## src/rtl/id_scan_arbiter.sv

```systemverilog
`default_nettype none
// =============================================================================
// Module   : id_scan_arbiter
// Purpose  : Round-robin, token-granular sharing of one identifier recognizer
//            between two character streams. Optional mid-token stall abort is
//            enabled by defining ID_SCAN_TIMEOUT_EN.
// Revision : 1.0
// =============================================================================
module id_scan_arbiter #(
    parameter int CNT_W   = 8,
    parameter int TIMEOUT = 16
) (
    input  logic             clk,
    input  logic             reset,
    input  logic             src0_valid,
    input  logic [7:0]       src0_char,
    output logic             src0_ready,
    input  logic             src1_valid,
    input  logic [7:0]       src1_char,
    output logic             src1_ready,
    output logic [7:0]       fsm_char,
    output logic             fsm_en,
    input  logic             fsm_out,
    output logic             tok_done,
    output logic             tok_src,
    output logic             tok_match,
    output logic             tok_abort,
    output logic [CNT_W-1:0] match_cnt0,
    output logic [CNT_W-1:0] match_cnt1
);

    typedef enum logic [1:0] {
        ST_IDLE  = 2'd0,
        ST_BUSY  = 2'd1,
        ST_FLUSH = 2'd2
    } state_t;

    localparam logic [CNT_W-1:0] C_CNT_MAX = {CNT_W{1'b1}};

    state_t           state_q, state_d;
    logic             grant_q, grant_d;
    logic             last_grant_q, last_grant_d;
    logic             tok_done_q, tok_done_d;
    logic             tok_src_q, tok_src_d;
    logic             tok_match_q, tok_match_d;
    logic [CNT_W-1:0] cnt0_q, cnt0_d;
    logic [CNT_W-1:0] cnt1_q, cnt1_d;

`ifdef ID_SCAN_TIMEOUT_EN
    localparam int                   C_STALL_W    = $clog2(TIMEOUT + 1);
    localparam logic [C_STALL_W-1:0] C_STALL_LAST = C_STALL_W'(TIMEOUT - 1);

    logic [C_STALL_W-1:0] stall_q, stall_d;
    logic                 tok_abort_q, tok_abort_d;
`else
    logic w_unused_timeout;
    assign w_unused_timeout = (TIMEOUT != 0);
`endif

    logic       w_busy;
    logic       w_gnt_valid;
    logic [7:0] w_gnt_char;
    logic       w_xfer;
    logic       w_term;
    logic       w_pick;

    function automatic logic is_alnum(input logic [7:0] c);
        return ((c >= 8'h30) && (c <= 8'h39)) ||
               ((c >= 8'h41) && (c <= 8'h5A)) ||
               ((c >= 8'h61) && (c <= 8'h7A));
    endfunction

    assign w_busy      = (state_q == ST_BUSY);
    assign w_gnt_valid = grant_q ? src1_valid : src0_valid;
    assign w_gnt_char  = grant_q ? src1_char  : src0_char;
    assign w_xfer      = w_busy & w_gnt_valid;
    assign w_term      = ~is_alnum(w_gnt_char);

    // On a tie the source that did not win last time is served.
    assign w_pick      = (src0_valid & src1_valid) ? ~last_grant_q : src1_valid;

    assign src0_ready  = w_busy & ~grant_q;
    assign src1_ready  = w_busy &  grant_q;
    assign fsm_char    = w_busy ? w_gnt_char : 8'h00;

`ifdef ID_SCAN_TIMEOUT_EN
    assign fsm_en      = w_xfer | (state_q == ST_FLUSH);
    assign tok_abort   = tok_abort_q;
`else
    assign fsm_en      = w_xfer;
    assign tok_abort   = 1'b0;
`endif

    assign tok_done    = tok_done_q;
    assign tok_src     = tok_src_q;
    assign tok_match   = tok_match_q;
    assign match_cnt0  = cnt0_q;
    assign match_cnt1  = cnt1_q;

    always_comb begin
        state_d      = state_q;
        grant_d      = grant_q;
        last_grant_d = last_grant_q;
        tok_done_d   = 1'b0;
        tok_src_d    = tok_src_q;
        tok_match_d  = tok_match_q;
        cnt0_d       = cnt0_q;
        cnt1_d       = cnt1_q;
`ifdef ID_SCAN_TIMEOUT_EN
        stall_d      = stall_q;
        tok_abort_d  = tok_abort_q;
`endif

        // Counters advance during the result pulse itself.
        if (tok_done_q && tok_match_q) begin
            if (!tok_src_q && (cnt0_q != C_CNT_MAX)) cnt0_d = cnt0_q + 1'b1;
            if ( tok_src_q && (cnt1_q != C_CNT_MAX)) cnt1_d = cnt1_q + 1'b1;
        end

        case (state_q)
            ST_IDLE: begin
                if (src0_valid || src1_valid) begin
                    grant_d      = w_pick;
                    last_grant_d = w_pick;
                    state_d      = ST_BUSY;
`ifdef ID_SCAN_TIMEOUT_EN
                    stall_d      = '0;
`endif
                end
            end

            ST_BUSY: begin
                if (w_xfer) begin
`ifdef ID_SCAN_TIMEOUT_EN
                    stall_d = '0;
`endif
                    if (w_term) begin
                        state_d     = ST_IDLE;
                        tok_done_d  = 1'b1;
                        tok_src_d   = grant_q;
                        tok_match_d = fsm_out;
`ifdef ID_SCAN_TIMEOUT_EN
                        tok_abort_d = 1'b0;
`endif
                    end
                end
`ifdef ID_SCAN_TIMEOUT_EN
                else begin
                    if (stall_q == C_STALL_LAST) state_d = ST_FLUSH;
                    stall_d = stall_q + 1'b1;
                end
`endif
            end

`ifdef ID_SCAN_TIMEOUT_EN
            ST_FLUSH: begin
                state_d     = ST_IDLE;
                tok_done_d  = 1'b1;
                tok_src_d   = grant_q;
                tok_match_d = 1'b0;
                tok_abort_d = 1'b1;
            end
`endif

            default: begin
                state_d = ST_IDLE;
            end
        endcase
    end

    always_ff @(posedge clk) begin
        if (reset) begin
            state_q      <= ST_IDLE;
            grant_q      <= 1'b0;
            last_grant_q <= 1'b1;
            tok_done_q   <= 1'b0;
            tok_src_q    <= 1'b0;
            tok_match_q  <= 1'b0;
            cnt0_q       <= '0;
            cnt1_q       <= '0;
`ifdef ID_SCAN_TIMEOUT_EN
            stall_q      <= '0;
            tok_abort_q  <= 1'b0;
`endif
        end else begin
            state_q      <= state_d;
            grant_q      <= grant_d;
            last_grant_q <= last_grant_d;
            tok_done_q   <= tok_done_d;
            tok_src_q    <= tok_src_d;
            tok_match_q  <= tok_match_d;
            cnt0_q       <= cnt0_d;
            cnt1_q       <= cnt1_d;
`ifdef ID_SCAN_TIMEOUT_EN
            stall_q      <= stall_d;
            tok_abort_q  <= tok_abort_d;
`endif
        end
    end

endmodule
`default_nettype wire

```

## config.mk

```make
export PLATFORM = sky130hd
export DESIGN_NAME = id_scan_arbiter
export DESIGN_NICKNAME = d
export VERILOG_FILES = /design/src/rtl/id_scan_arbiter.sv
export SDC_FILE = /design/constraint.sdc
export NUM_CORES = 1
export LEC_CHECK = 0
export ABC_AREA = 1
export ABC_CLOCK_PERIOD_IN_PS = 2100
export BUFFER_PORTS_ARGS = -buffer_cell sky130_fd_sc_hd__clkbuf_2
export CORE_MARGIN = 5
export CORE_UTILIZATION = 48
export CTS_CLUSTER_DIAMETER = 120
export DETAILED_ROUTE_END_ITERATION = 16
export GPL_ROUTABILITY_DRIVEN = 0
export PLACE_DENSITY_LB_ADDON = 0.08
export SETUP_SLACK_MARGIN = 0.15
export SYNTH_ARGS = -nofsm -noshare
export SYNTH_HDL_FRONTEND = slang
export SYNTH_SLANG_ARGS = --single-unit
```

## constraint.sdc

```tcl
create_clock -name clk -period 2.1 [get_ports clk]
set_clock_uncertainty 0.15 [all_clocks]
set_input_delay 0.63 -clock clk [delete_from_list [all_inputs] [get_ports clk]]
set_output_delay 0.63 -clock clk [all_outputs]
set_load 0.05 [all_outputs]
```

==> results.yml <==
outcome:
  status: "complete, but fails checks"
  violations: "negative setup slack"
drt:
  via_per_inst: 4.96
  wire_per_inst_um: 11.6
  drtPass1Iterations: 4
  drt_iter0_drc: 59
  num_vias: 1449
  postRouteAntennaNets: 0
  routed_wl_um: 3380
  drc_errors: 0
critical_path:
  worstPathArrival_ns: 1.33
  rr_startpoint: "grant_q"
  worstPathRequired_ns: 1.32
  cp_cell_sequence: "buf_6 -> nand2_4 -> inv_2 -> a22o_4 -> clkbuf_16"
  r2r_end: "tok_src"
  crit_path_top_delay_cell: "dfxtp_4"
  r2r_cells: 10
  start_kind: "flip-flop"
  cp_max_fo: 7
  critPathMaxStageDelay_ns: 0.40
  critPathKind: "reg2out"
  crit_path_end_kind: "primary output"
  rrSetupSlack_ns: 0.39
flow_run:
  drv_cap: 0
floorplan:
  dieArea_um2: 3830
  start_util: 0.512
  rows: 18
  ios: 52
  die_h_um: 61.9
  core_um2: 2520
  die_w_um: 61.9
grt:
  track_usage: 0.188
  grt_max_degree: 16
  grt_pass1_wl_um: 5440
  antenna_found_initial: 0
  grt_overflow_total: 0
  first_global_vias: 1292
timing:
  hold_viol_final: 0
  worst_slack_ns: -0.0141
  fmax_mhz: 473
  fin_crit_sh: 1.01
  slew_violations: 0
  setup_viol: 2
  fin_setup_tns_ns: -0.0199
  rsz0062_at_grt: "true"
  post-route-min-period_ns: 2.11
pwr:
  clockPowerShare: 0.199
  power_w: 0.000964
  pwr-share-seq: 0.452
  p_per_area_nw_per_um2: 509
  p_sw_w: 0.000335
  vdd_ir_drop_max_mv: 0.400
  combPwrFrac: 0.349
  internal_power_w: 0.000629
  power_leakage_nw: 0.937
  swShare: 0.347
final_layout:
  nNetsFinal: 287
  multiInputGateArea_um2: 805
  instances_no_fill: 292
  area_growth_pct: 46.6
  regArea_um2: 445
  drive_gt1_frac: 0.366
  fill_cells: 219
  n_antenna_cell: 0
cts:
  ctsLongestPathBuffers: 2
  cts_htree_levels: 1
  numCtsBuffers: 3
  clock-sinks: 22
  clockRootBuffer: "clkbuf_4"
  cts_tree: "built"
  hold_buffers: 0
  worstSkewPairLatency_ns: 0.30
  clk_pin_slew_ns: 0.12
logic_synthesis:
  ys_ff_latch: 22
  synth_area_um2: 1290
  ys_seq_area_frac: 0.341
  avgSynthCellArea_um2: 6.40
  synth.net_count: 225
  synth_top_area_frac: 0.341
  synth.area.top_cells: "dfxtp_1 34%, nand2_1 15%, inv_1 9.0%, nor2_1 7.6%, nand3_1 4.3%"
  yosysWarningCount: 0
  synthCells: 202
  ys_types: 28
  yosys.area.top_type: "dfxtp_1"
placement:
  post-dp-hpwl_um: 2380
  post-place-cells: 284
  numPortBuffers: 50
worst_hold_path:
  min_path_type: "reg2reg"
  worstHoldStart: "last_grant_q"
  hold_path_depth: 2
  whs_endpoint: "last_grant_q"
==> placed cells by master (no fill, tap or decap), types with 7 or more instances in the layout <==
cell,Yosys,final
nand2_1,51,47
a21oi_1,10,9
nand2_2,4,7
nand3_1,11,11
nor2_1,26,18
nor2_4,0,8
inv_1,31,29
dfxtp_1,22,20
clkbuf_2,0,38
buf_4,2,10
o21ai_0,11,10
==> cell usage after synthesis <==
cell / n
o21ai_0: 11
nand2_4: 2
dfxtp_1: 22
mux2i_1: 1
nor2_2: 1
ha_1: 2
nor2_1: 26
clkbuf_1: 2
buf_4: 2
nand3_1: 11
nor3_2: 1
and2_1: 1
xor2_1: 4
inv_2: 2
nand2_1: 51
nor3b_1: 1
or2_1: 1
buf_6: 1
o21ai_2: 1
nand4_1: 6
conb_1: 1
inv_1: 31
a21oi_1: 10
o21ai_1: 1
a22o_2: 1
nor3_1: 4
a31oi_1: 1
nand2_2: 4
==> worst max path at each step <==
stage / start / end / slack [ns] / depth (start not counted)
after floorplan: grant_q / fsm_en / 0.04 / 4
after global placement: src0_char[2] / fsm_char[2] / 0.02 / 4
after detailed placement: src1_char[2] / fsm_char[2] / -0.007 / 6
after CTS: grant_q / fsm_en / -0.02 / 5
after global routing: grant_q / fsm_en / -0.05 / 5
final: grant_q / fsm_en / -0.01 / 5
==> power by group through the flow <==
stage / sequential (W) / clock (W) / combinational [W]
5_1_grt: 0.000437 / 0.000212 / 0.000360
4_1_cts: 0.000434 / 0.000192 / 0.000323
3_3_place_gp: 0.000442 / 0 / 0.000270
3_5_place_dp: 0.000443 / 0 / 0.000272
6_report: 0.000436 / 0.000191 / 0.000336
2_1_floorplan: 0.000450 / 0 / 0.000191
==> final cells by class <==
type	instances	share of cell area
Inverter	33	0.0667
Timing Repair Buffer	62	0.242
Sequential cell	22	0.235
Multi-Input combinational cell	142	0.425
Tap cell	30	0.0198
Clock buffer	3	0.0119
==> what timing repair did <==
item,4_1_cts,5_1_grt
pin swaps,2,2
setup endpoints to repair,11,12
cloned,0,0
gates resized for setup,34,9
buffers inserted,4,1
==> per-stage QoR <==
stage,area [um2],hold slack (ns),utilization,worst slack (ns)
after global routing,1890,0.369,0.751,-0.0548
after detailed placement,1690,0.309,0.670,-0.00682
after CTS,1870,0.336,0.742,-0.0198
final,1890,0.333,0.751,-0.0141
after global placement,1690,0.298,0.670,0.0161
after floorplan,1370,0.279,-,0.0417
==> kinds of logic (layout without fill, tap and decap cells) <==
family          count (synthesis)  in the layout  synth area share
compound gates                 25             25             0.105
xor+xnor                        4              4            0.0271
fa+ha+maj                       2              2            0.0194
buf+inv                        38             98             0.122
flops                          22             22             0.341
mux                             1              1           0.00774
other cells                     1              1           0.00290
simple gates                  109            109             0.376
==> critical path, delay by kind of cell, from the launching register on <==
family                 cells  cell delay [ns]
DFF                        1             0.40
buffers and inverters      3             0.34
AOI/OAI and AO/OA          1             0.24
and+or+nand+nor            1             0.05
==> state kept, by name, indices dropped and copies added, names as in the netlist <==
signal        count
tok_match         1
state_q           1
tok_src           1
last_grant_q      1
tok_done          1
grant_q           1
match_cnt1        8
match_cnt0        8
==> per-layer routing <==
| layer | GRT usage | wire length [um] | share of wire |
|---|---|---|---|
| met1 | 0.229 | 1430 | 0.42 |
| met2 | 0.348 | 1690 | 0.50 |
| met3 | 0.0124 | 229 | 0.068 |
| met4 | 0.0636 | 28 | 0.0083 |
| met5 | 0 | 0 | 0 |
Note: power is estimated with default switching activity, not from simulation.
